`src/rtl/dma_pkg.sv`:
```
// Shared constants for the ramDmaCi DMA path: widths, FSM encodings, direction and status bits.
package dma_pkg;

    localparam int BUS_WIDTH = 32;
    localparam int MEM_AW    = 9;
    localparam int BLK_W     = 10;
    localparam int BURST_W   = 8;

    localparam logic [2:0] ST_IDLE      = 3'd0;
    localparam logic [2:0] ST_REQUEST   = 3'd1;
    localparam logic [2:0] ST_INIT      = 3'd2;
    localparam logic [2:0] ST_READ      = 3'd3;
    localparam logic [2:0] ST_WRITE     = 3'd4;
    localparam logic [2:0] ST_END_WRITE = 3'd5;
    localparam logic [2:0] ST_DONE      = 3'd6;
    localparam logic [2:0] ST_ERROR     = 3'd7;

    localparam logic DIR_BUS_TO_MEM = 1'b0;
    localparam logic DIR_MEM_TO_BUS = 1'b1;

    localparam int STATUS_BUSY_BIT  = 0;
    localparam int STATUS_ERROR_BIT = 1;

    // Words in the next burst: the configured burst length, clipped to what is left.
    function automatic logic [BLK_W-1:0] burst_word_count(input logic [BLK_W-1:0]   remaining,
                                                          input logic [BURST_W-1:0] burst_size);
        logic [BLK_W-1:0] full;
        full = BLK_W'(burst_size) + BLK_W'(1);
        return (remaining < full) ? remaining : full;
    endfunction

endpackage

```
`src/rtl/dma_burst_controller.sv`:
```
// Purpose: bus-master sequencer moving a block of words between the bus and SSRAM in bursts.
// Latency: requestBus the cycle after startDma; INIT the cycle after grant; one word per cycle.
// Backpressure: write words hold while busyIn is high; read words follow the slave's dataValidIn.
module dma_burst_controller
    import dma_pkg::*;
(
    input  logic                   clock,
    input  logic                   nReset,
    input  logic                   startDma,
    input  logic                   direction,
    input  logic [BUS_WIDTH-1:0]   busStartAddress,
    input  logic [MEM_AW-1:0]      memStartAddress,
    input  logic [BLK_W-1:0]       blockSize,
    input  logic [BURST_W-1:0]     burstSize,
    output logic                   dmaBusy,
    output logic                   dmaError,
    output logic                   requestBus,
    input  logic                   busGrant,
    output logic                   beginTransactionOut,
    output logic                   endTransactionOut,
    output logic                   dataValidOut,
    output logic                   readNotWriteOut,
    output logic [BUS_WIDTH-1:0]   addressDataOut,
    output logic [BUS_WIDTH/8-1:0] byteEnablesOut,
    output logic [BURST_W-1:0]     burstSizeOut,
    input  logic [BUS_WIDTH-1:0]   addressDataIn,
    input  logic                   dataValidIn,
    input  logic                   endTransactionIn,
    input  logic                   busyIn,
    input  logic                   errorIn,
    output logic [MEM_AW-1:0]      memAddress,
    output logic                   memWriteEnable,
    output logic [BUS_WIDTH-1:0]   memWriteData,
    input  logic [BUS_WIDTH-1:0]   memReadData
);

    logic [2:0]           state_q, state_d;
    logic                 dir_q, dir_d;
    logic [BUS_WIDTH-1:0] bus_addr_q, bus_addr_d;
    logic [MEM_AW-1:0]    mem_addr_q, mem_addr_d;
    logic [BLK_W-1:0]     remaining_q, remaining_d, remaining_dec;
    logic [BURST_W-1:0]   burst_cfg_q, burst_cfg_d;
    logic [BLK_W-1:0]     beat_cnt_q, beat_cnt_d;
    logic [BLK_W-1:0]     burst_words;
    logic                 busy_q, busy_d;
    logic                 error_q, error_d;
    logic                 word_done;

    assign burst_words   = burst_word_count(remaining_q, burst_cfg_q);
    assign remaining_dec = (remaining_q != '0) ? remaining_q - BLK_W'(1) : '0;

    always_comb begin
        state_d     = state_q;
        dir_d       = dir_q;
        bus_addr_d  = bus_addr_q;
        mem_addr_d  = mem_addr_q;
        remaining_d = remaining_q;
        burst_cfg_d = burst_cfg_q;
        beat_cnt_d  = beat_cnt_q;
        busy_d      = busy_q;
        error_d     = error_q;
        word_done   = 1'b0;

        case (state_q)
            ST_IDLE: begin
                if (startDma && (blockSize != '0)) begin
                    state_d     = ST_REQUEST;
                    dir_d       = direction;
                    bus_addr_d  = busStartAddress & ~BUS_WIDTH'(3);
                    mem_addr_d  = memStartAddress;
                    remaining_d = blockSize;
                    burst_cfg_d = burstSize;
                    busy_d      = 1'b1;
                    error_d     = 1'b0;
                end
            end
            ST_REQUEST: begin
                if (busGrant) state_d = ST_INIT;
            end
            ST_INIT: begin
                if (errorIn) begin
                    state_d = ST_ERROR;
                    error_d = 1'b1;
                end else begin
                    beat_cnt_d = burst_words;
                    state_d    = (dir_q == DIR_MEM_TO_BUS) ? ST_WRITE : ST_READ;
                end
            end
            ST_READ: begin
                if (errorIn) begin
                    state_d = ST_ERROR;
                    error_d = 1'b1;
                end else begin
                    word_done = dataValidIn;
                    // A word arriving with the end strobe still counts before the end is judged.
                    if (endTransactionIn)
                        state_d = (((dataValidIn) ? remaining_dec : remaining_q) == '0) ? ST_DONE : ST_REQUEST;
                end
            end
            ST_WRITE: begin
                if (errorIn) begin
                    state_d = ST_ERROR;
                    error_d = 1'b1;
                end else if (!busyIn) begin
                    word_done = 1'b1;
                    if (beat_cnt_q == BLK_W'(1)) state_d = ST_END_WRITE;
                end
            end
            ST_END_WRITE: state_d = (remaining_q == '0) ? ST_DONE : ST_REQUEST;
            ST_DONE: begin
                state_d = ST_IDLE;
                busy_d  = 1'b0;
            end
            ST_ERROR: begin
                state_d = ST_IDLE;
                busy_d  = 1'b0;
            end
            default: state_d = ST_IDLE;
        endcase

        if (word_done) begin
            bus_addr_d  = bus_addr_q + BUS_WIDTH'(4);
            mem_addr_d  = mem_addr_q + MEM_AW'(1);
            remaining_d = remaining_dec;
            beat_cnt_d  = beat_cnt_q - BLK_W'(1);
        end
    end

    always_ff @(posedge clock or negedge nReset) begin
        if (!nReset) begin
            state_q     <= ST_IDLE;
            dir_q       <= 1'b0;
            bus_addr_q  <= '0;
            mem_addr_q  <= '0;
            remaining_q <= '0;
            burst_cfg_q <= '0;
            beat_cnt_q  <= '0;
            busy_q      <= 1'b0;
            error_q     <= 1'b0;
        end else begin
            state_q     <= state_d;
            dir_q       <= dir_d;
            bus_addr_q  <= bus_addr_d;
            mem_addr_q  <= mem_addr_d;
            remaining_q <= remaining_d;
            burst_cfg_q <= burst_cfg_d;
            beat_cnt_q  <= beat_cnt_d;
            busy_q      <= busy_d;
            error_q     <= error_d;
        end
    end

    assign dmaBusy             = busy_q;
    assign dmaError            = error_q;
    assign requestBus          = (state_q == ST_REQUEST);
    assign beginTransactionOut = (state_q == ST_INIT);
    assign endTransactionOut   = (state_q == ST_END_WRITE) || (state_q == ST_ERROR);
    assign dataValidOut        = (state_q == ST_WRITE);
    assign readNotWriteOut     = (state_q == ST_INIT) && (dir_q == DIR_BUS_TO_MEM);
    assign byteEnablesOut      = (state_q == ST_INIT) ? '1 : '0;
    assign burstSizeOut        = (state_q == ST_INIT) ? BURST_W'(burst_words - BLK_W'(1)) : '0;
    assign addressDataOut      = (state_q == ST_INIT)  ? bus_addr_q :
                                 (state_q == ST_WRITE) ? memReadData : '0;

    // SSRAM reads take a cycle, so prefetch the next word whenever the current one is taken.
    assign memAddress     = ((state_q == ST_WRITE) && !busyIn) ? mem_addr_q + MEM_AW'(1) : mem_addr_q;
    assign memWriteEnable = (state_q == ST_READ) && dataValidIn;
    assign memWriteData   = (state_q == ST_READ) ? addressDataIn : '0;

endmodule

```
`config.mk`:
```
export PLATFORM = sky130hd
export DESIGN_NAME = dma_burst_controller
export DESIGN_NICKNAME = d
export VERILOG_FILES = /design/src/rtl/dma_pkg.sv /design/src/rtl/dma_burst_controller.sv
export SDC_FILE = /design/constraint.sdc
export NUM_CORES = 1
export LEC_CHECK = 0
export ABC_AREA = 1
export ABC_CLOCK_PERIOD_IN_PS = 4300
export CORE_MARGIN = 8
export CORE_UTILIZATION = 46
export DETAILED_ROUTE_END_ITERATION = 12
export PLACE_DENSITY = 0.83
export SETUP_SLACK_MARGIN = 0.1
export SYNTH_ARGS = -nofsm -noshare
export SYNTH_HDL_FRONTEND = slang
export SYNTH_SLANG_ARGS = --single-unit
```
`constraint.sdc`:
```
create_clock -name clock -period 4.3 [get_ports clock]
set_input_delay 0.645 -clock clock [delete_from_list [all_inputs] [get_ports clock]]
set_output_delay 0.645 -clock clock [all_outputs]
set_load 0.02 [all_outputs]
```
==> summary.txt, run 1 <==
CTS
  – Root Buffer: clkbuf_16
  – CTS Buf Count: 9
  – CTS tree: done
  – Clock Sinks: 73
  – Clock-pin slew on the worst setup and hold paths: 60 ps
  – Htree depth: 3
  – Clk_lat worst skew: 330 ps
  – Worst-case clock buffer depth: 2

STA
  – Period Utilization, post-route: 0.940
  – Worst Max-Slew Pin Slew: 976 ps
  – Slew headroom: 0.349
  – RSZ-0062 raised after global routing: true
  – # setup viols final: 0
  – Hold Fails Final Rpt: 0
  – Worst Clk Skew: 6.30 ps
  – Final setup TNS: 0 ps
  – Setup slack after layout: 258 ps
  – Final slew viol count: 0
  – Tmin final: 4040 ps
  – Max Clk Rate: 247 MHz

GRT
  – Vias in the first global route: 6,739
  – Total GRT Usage: 0.242
  – Pin count of the biggest net entering global routing: 74
  – Initial antenna violation count: 1
  – Met1 global-route usage: 0.282
  – GRT overflow: 0
  – Met3 Use GR: 0.0636
  – Met2 usage: 0.417
  – Global-route wire length before repair: 32,900 µm
  – Busiest layer in global routing: met2

Critical path
  – Worst Path Required: 3650 ps
  – Critical path class: reg -> out
  – Worst setup startpoint: burst_cfg_q[0]
  – R2R Path Start: state_q[1]
  – CP Max Fanout: 6
  – CP Launch Type: flop
  – CP endpoint kind: primary output
  – WP data arrival: 3400 ps

Logic synthesis
  – #FFs+latches synth: 73
  – Cell variety after synth: 46
  – Post-synthesis sequential area ratio: 0.306
  – Post-synth net total: 1,055
  – Ys Warns: 0
  – Post-synth EDFFs: 0
  – Commonest cells in the netlist: nand2_1, inv_1, nor2_1
  – Top-area cell type share of the netlist area: 0.306
  – Most common cell in the netlist: nand2_1
  – Syn_area_per_cell: 6.57 µm²
  – Post-synthesis cell count: 909
  – Cell taking the most area after synthesis: dfrtp_1
  – Asr flop ratio synth: 1.00
  – Synthesized area: 0.00597 mm²
  – Area contributors post-synth: dfrtp_1, nand2_1, inv_1, nor2_1, o21ai_0
  – Primary FF master, synth: dfrtp_1

Floorplanning
  – # IOs: 225
  – Core area: 0.0127 mm²
  – Die Area: 0.0169 mm²
  – Starting Density: 0.471
  – Die W: 130 µm
  – Num rows: 41
  – Die Ht: 130 µm

Route
  – DRT antenna net count: 0
  – Initial DRC Count: 483
  – DR WL/cell: 16.1 µm
  – Drt first pass iters: 5
  – Post-route DRC: 0
  – Routed WL: 20,800 µm
  – Vias/cell: 5.34
  – Routed via count: 6,893

Layout
  – # nets final: 1,261
  – Finished Cell Area: 0.00870 mm²
  – Share of layout cells above drive strength 1: 0.0786
  – Final antenna diode count: 0
  – FILL cells: 1,108
  – Layout Utilization: 0.686
  – P&R area growth vs syn: 45.7%

Status
  – Status: complete, no violations

Place
  – PortBufs: 222
  – Pre-CTS setup slack: 137 ps
  – GP Congestion: 0.907
  – DP Area: 0.00831 mm²
  – HPWL Detailed: 15,700 µm

Pwr
  – Lkg Pwr: 3.89 nW
  – VDD IR max: 446 µV
  – Cell Pwr Density: 706 mW/mm²
  – Final Power: 6.14 mW

Hold path
  – Hold_sp: dmaError
  – Worst min-delay path category: reg -> reg

Run
  – MaxCap Viol Count: 0
kinds of logic (layout without fill, tap and decap cells):
| kind of cell | count (synthesis) | after routing | share of synthesized area |
|---|---|---|---|
| flip-flops | 73 | 73 | 0.306 |
| adder cells (fa/ha/maj) | 14 | 14 | 0.0293 |
| XOR/XNOR | 33 | 33 | 0.0484 |
| AO/OA/AOI/OAI | 200 | 200 | 0.197 |
| AND/OR/NAND/NOR | 412 | 412 | 0.301 |
| buffers and inverters | 177 | 388 | 0.118 |
registers in the layout (all words and copies together), names as in the netlist, 3 cells and up:
register,cells
state_q,3
burst_cfg_q,8
bus_addr_q,30
mem_addr_q,9
beat_cnt_q,10
remaining_q,10
repair_timing:
action | CTS | global route
endpoints found under the setup margin | 7 | 8
hold buffers | 0 | 0
resized for setup | 7 | 17
setup buffers | 1 | 1
metrics by stage:
step / std cells / hold WS, ps
floorplan: 909 / 349
global placement: 1274 / 474
detailed placement: 1274 / 484
CTS: 1291 / 499
global route: 1292 / 527
finish: 1292 / 494
where the power goes:
group	internal (mW)	total, mW	switching, mW	leakage (nW)
Clock	0.624	0.922	0.298	0.176
Combinational	1.48	3.80	2.32	2.84
Sequential	1.03	1.42	0.385	0.873
Total	3.14	6.14	3.00	3.89
cells in the final DEF (no fill, tap or decap), types with 5 or more instances in the layout:
| cell type | Yosys | routed |
|---|---|---|
| buf_4 | 5 | 12 |
| nand2_2 | 12 | 13 |
| o22ai_1 | 24 | 24 |
| o21ai_2 | 5 | 5 |
| nor2_2 | 11 | 10 |
| clkbuf_16 | 0 | 9 |
| nor4_1 | 9 | 9 |
| o211ai_1 | 13 | 13 |
| inv_1 | 126 | 126 |
| nand4_1 | 8 | 8 |
| dfrtp_1 | 73 | 71 |
| o21ai_1 | 7 | 6 |
| a21oi_1 | 50 | 50 |
| clkdlybuf4s50_1 | 0 | 214 |
| nor2_1 | 113 | 113 |
| ha_1 | 14 | 12 |
| xor2_1 | 29 | 29 |
| nand2_1 | 174 | 173 |
| nand3_1 | 54 | 53 |
| inv_2 | 10 | 10 |
| nor3_1 | 21 | 20 |
| o21ai_0 | 76 | 76 |
critical path, cell delays in order, from the launching register on:
cell,delay [ps]
dfrtp_2,420
inv_1,120
nor2_2,170
nand3_1,110
nor2_1,130
xnor2_1,100
ha_1,300
nand3_2,120
nor2_1,130
nand3_1,80
nand2_1,70
clkinv_1,70
nand2_2,100
inv_2,40
nand2_2,100
nand3_1,140
nand2_2,140
nand2_2,90
o21ai_1,120
nand2_1,50
a21oi_1,140
clkdlybuf4s15_1,320
per-layer routing:
layer	share of wire	routed length [µm]	vias to the layer above
li1	-	-	3390
met1	0.41	8420	3169
met3	0.093	1940	36
met5	0.00063	13	-
met2	0.48	9940	296
met4	0.023	478	2
final timing paths:
path,depth (start not counted),slack (ps),to
worst max-delay path,21,260,burstSizeOut[3]
worst min-delay path,2,490,dmaError
worst max register to register,13,1210,bus_addr_q[11]
worst min register to register,2,490,dmaError
max in group asynchronous,2,3050,burst_cfg_q[1]
min in group asynchronous,2,540,bus_addr_q[10]
final cells by class:
class | instances | area, µm² | area share
Tap cell | 172 | 215 | 0.0247
Timing Repair Buffer | 234 | 2280 | 0.263
Clock inverter | 6 | 130 | 0.0150
Inverter | 138 | 518 | 0.0596
Multi-Input combinational cell | 659 | 3490 | 0.401
Sequential cell | 73 | 1830 | 0.210
Clock buffer | 10 | 229 | 0.0263
Note: power is estimated with default switching activity, not from simulation.
==> run 2: changes to the inputs <==
- CAP_MARGIN: not set -> 5
==> results of run 2 <==
No change in the layout: final DEF, timing and power equal those of run 1.
==> run 3: changes to the inputs <==
--- a/config.mk
+++ b/config.mk
@@ -11,4 +11,5 @@
 export CORE_MARGIN = 8
 export CORE_UTILIZATION = 46
+export CTS_CLUSTER_DIAMETER = 100
 export DETAILED_ROUTE_END_ITERATION = 12
 export PLACE_DENSITY = 0.83
==> constraint.sdc (replaced) <==
create_clock -name clock -period 4.3 [get_ports clock]
set_input_delay 0.43 -clock clock [delete_from_list [all_inputs] [get_ports clock]]
set_output_delay 0.43 -clock clock [all_outputs]
set_load 0.02 [all_outputs]
==> run 3 against run 2 <==
Compared with the run above: sequential power barely moved; combinational power fell by 2%; non-clock buffer count fell by 4; clock skew barely moved; utilization fell by 0.62 points; setup slack improved by 160 ps; die area did not move.
==> summary.txt, run 3 (synthesis gave the netlist of run 1 again) <==
STA
  – Setup slack after layout: 422 ps
  – RSZ-0062 raised after global routing: false
  – Final slew viol count: 0
  – Hold Fails Final Rpt: 0
  – Period Utilization, post-route: 0.902
  – Slew headroom: 0.354
  – Worst Clk Skew: 6.29 ps
  – Tmin final: 3880 ps
  – Final setup TNS: 0 ps
  – # setup viols final: 0
  – Worst Max-Slew Pin Slew: 969 ps
  – Max Clk Rate: 258 MHz

Floorplanning
  – Core area: 0.0127 mm²
  – Starting Density: 0.471
  – Die W: 130 µm
  – # IOs: 225
  – Die Area: 0.0169 mm²
  – Num rows: 41
  – Die Ht: 130 µm

Critical path
  – Worst Reg-to-Reg Cells: 12
  – Crit-path leading delay family: compound AO/OA/AOI/OAI gates
  – CP endpoint kind: primary output
  – WP depth: 14
  – Worst Path Required: 3870 ps
  – Slowest cell delay on critical path: 590 ps
  – CP max-delay cell: clkdlybuf4s50_1
  – Critical path class: reg -> out
  – CP Launch Type: flop
  – WP data arrival: 3450 ps
  – CP Buf/Inv Count: 2
  – CP Max Fanout: 7
  – CP Cell Sequence: ha_1 -> nand2_1 -> nor2_2 -> nand3_1 -> ha_1 -> a211o_1 -> inv_1 -> o21ai_0 -> o21bai_4 -> o21ai_4 -> nand2_1 -> o21ai_1 -> nor2_1 -> clkdlybuf4s50_1

CTS
  – Worst-case clock buffer depth: 2
  – Htree depth: 3
  – Clock Sinks: 73
  – CTS Buf Count: 9
  – Hold-fix buffers, CTS: 0
  – Clock-pin slew on the worst setup and hold paths: 60 ps
  – CTS tree: done
  – Clk_lat worst skew: 330 ps
  – Root Buffer: clkbuf_16

Place
  – PortBufs: 222
  – GP Congestion: 0.892
  – HPWL Detailed: 15,800 µm
  – Pre-CTS setup slack: 363 ps

Layout
  – # nets final: 1,257
  – P&R area growth vs syn: 44.4%
  – Largest Register: bus_addr_q
  – Final antenna diode count: 0
  – Most frequent cells in the layout: clkdlybuf4s50_1, nand2_1, inv_1
  – Top flop regs: bus_addr_q: 30 flops, beat_cnt_q: 10 flops, remaining_q: 10 flops
  – Max reg flops: 30
  – Share of layout cells above drive strength 1: 0.0645
  – Commonest non-fill, non-tap cell in the layout: clkdlybuf4s50_1
  – Layout Utilization: 0.680

Pwr
  – Final Power: 5.93 mW
  – Cell Pwr Density: 688 mW/mm²
  – VDD IR max: 434 µV
  – Lkg Pwr: 3.95 nW

GRT
  – Vias in the first global route: 6,547
  – Global-route wire length before repair: 31,900 µm
  – GRT overflow: 0
  – Initial antenna violation count: 1
  – Pin count of the biggest net entering global routing: 51
  – Total GRT Usage: 0.235

Status
  – Status: complete, no violations

Route
  – Post-route DRC: 0
  – DRT antenna net count: 0
  – Vias/cell: 5.29
  – Routed WL: 20,500 µm
  – Initial DRC Count: 456
  – Drt first pass iters: 5
  – DR WL/cell: 15.9 µm
  – Routed via count: 6,812

Run
  – MaxCap Viol Count: 0

Hold path
  – Worst min-delay path category: in -> async
==> run 3: changes by cell type in the layout (fill, tap and decap cells not counted), sizes merged <==
| cell | delta |
|---|---|
| dlymetal6s2s | +7 |
| buf | -4 |
| bufinv | -3 |
| dlygate4sd2 | -2 |
| clkdlybuf4s15 | -1 |
| clkinv | -1 |
==> run 3: metrics by stage <==
step / hold slack [ps] / area, µm² / instances
final: 250 / 8620 / 1288
after global placement: 475 / 8290 / 1271
after floorplan: 134 / 5970 / 909
after detailed placement: 486 / 8290 / 1271
after global routing: 319 / 8620 / 1288
after CTS: 274 / 8600 / 1288
==> run 3: routing by layer <==
metal | track usage | up-vias | routed length, µm
met4 | 0.0615 | 2 | 277
met2 | 0.412 | 255 | 9850
met1 | 0.275 | 3144 | 8640
met3 | 0.0665 | 25 | 1720
met5 | 0 | - | 16
li1 | - | 3386 | -
==> run 3: cell type report <==
cell class | count | area [µm²]
Tap cell | 172 | 215
Timing Repair Buffer | 230 | 2290
Clock inverter | 2 | 35.0
Fill cell | 1117 | 4050
Inverter | 138 | 518
Sequential cell | 73 | 1830
Clock buffer | 14 | 274
Multi-Input combinational cell | 659 | 3460
==> run 3: what timing repair did <==
action                     in CTS  in global routing
pin swaps                       1                  0
resized for setup               0                  7
setup endpoints to repair       4                  7
hold endpoints to repair        0                  0
buffers inserted                1                  0
==> run 3: worst reg2reg max path, stage by stage (launching register included) <==
cell and delay [ps]:
dfrtp_1 440, nor2_2 210, inv_2 80, nor2_2 70, buf_4 290, inv_2 110, nor2_1 250, o21ai_4 100
inv_2 270, nor2_4 140, inv_2 550, o221ai_1 240, o21ai_0 130
==> run 3: path summary, 6_finish.rpt <==
path	startpoint	endpoint	slack (ps)
min in group clock	dir_q	dir_q	500
hold / removal	nReset	dmaError	250
setup / recovery	burst_cfg_q[0]	burstSizeOut[0]	420
setup reg to reg	state_q[1]	bus_addr_q[11]	1330
max in group asynchronous	nReset	remaining_q[5]	3010
hold reg to reg	dir_q	dir_q	500
==> run 3: report_power, final <==
| part | switching, mW | total (mW) | internal [mW] |
|---|---|---|---|
| Clock | 0.291 | 0.787 | 0.497 |
| Sequential | 0.381 | 1.41 | 1.03 |
| Combinational | 2.27 | 3.72 | 1.45 |
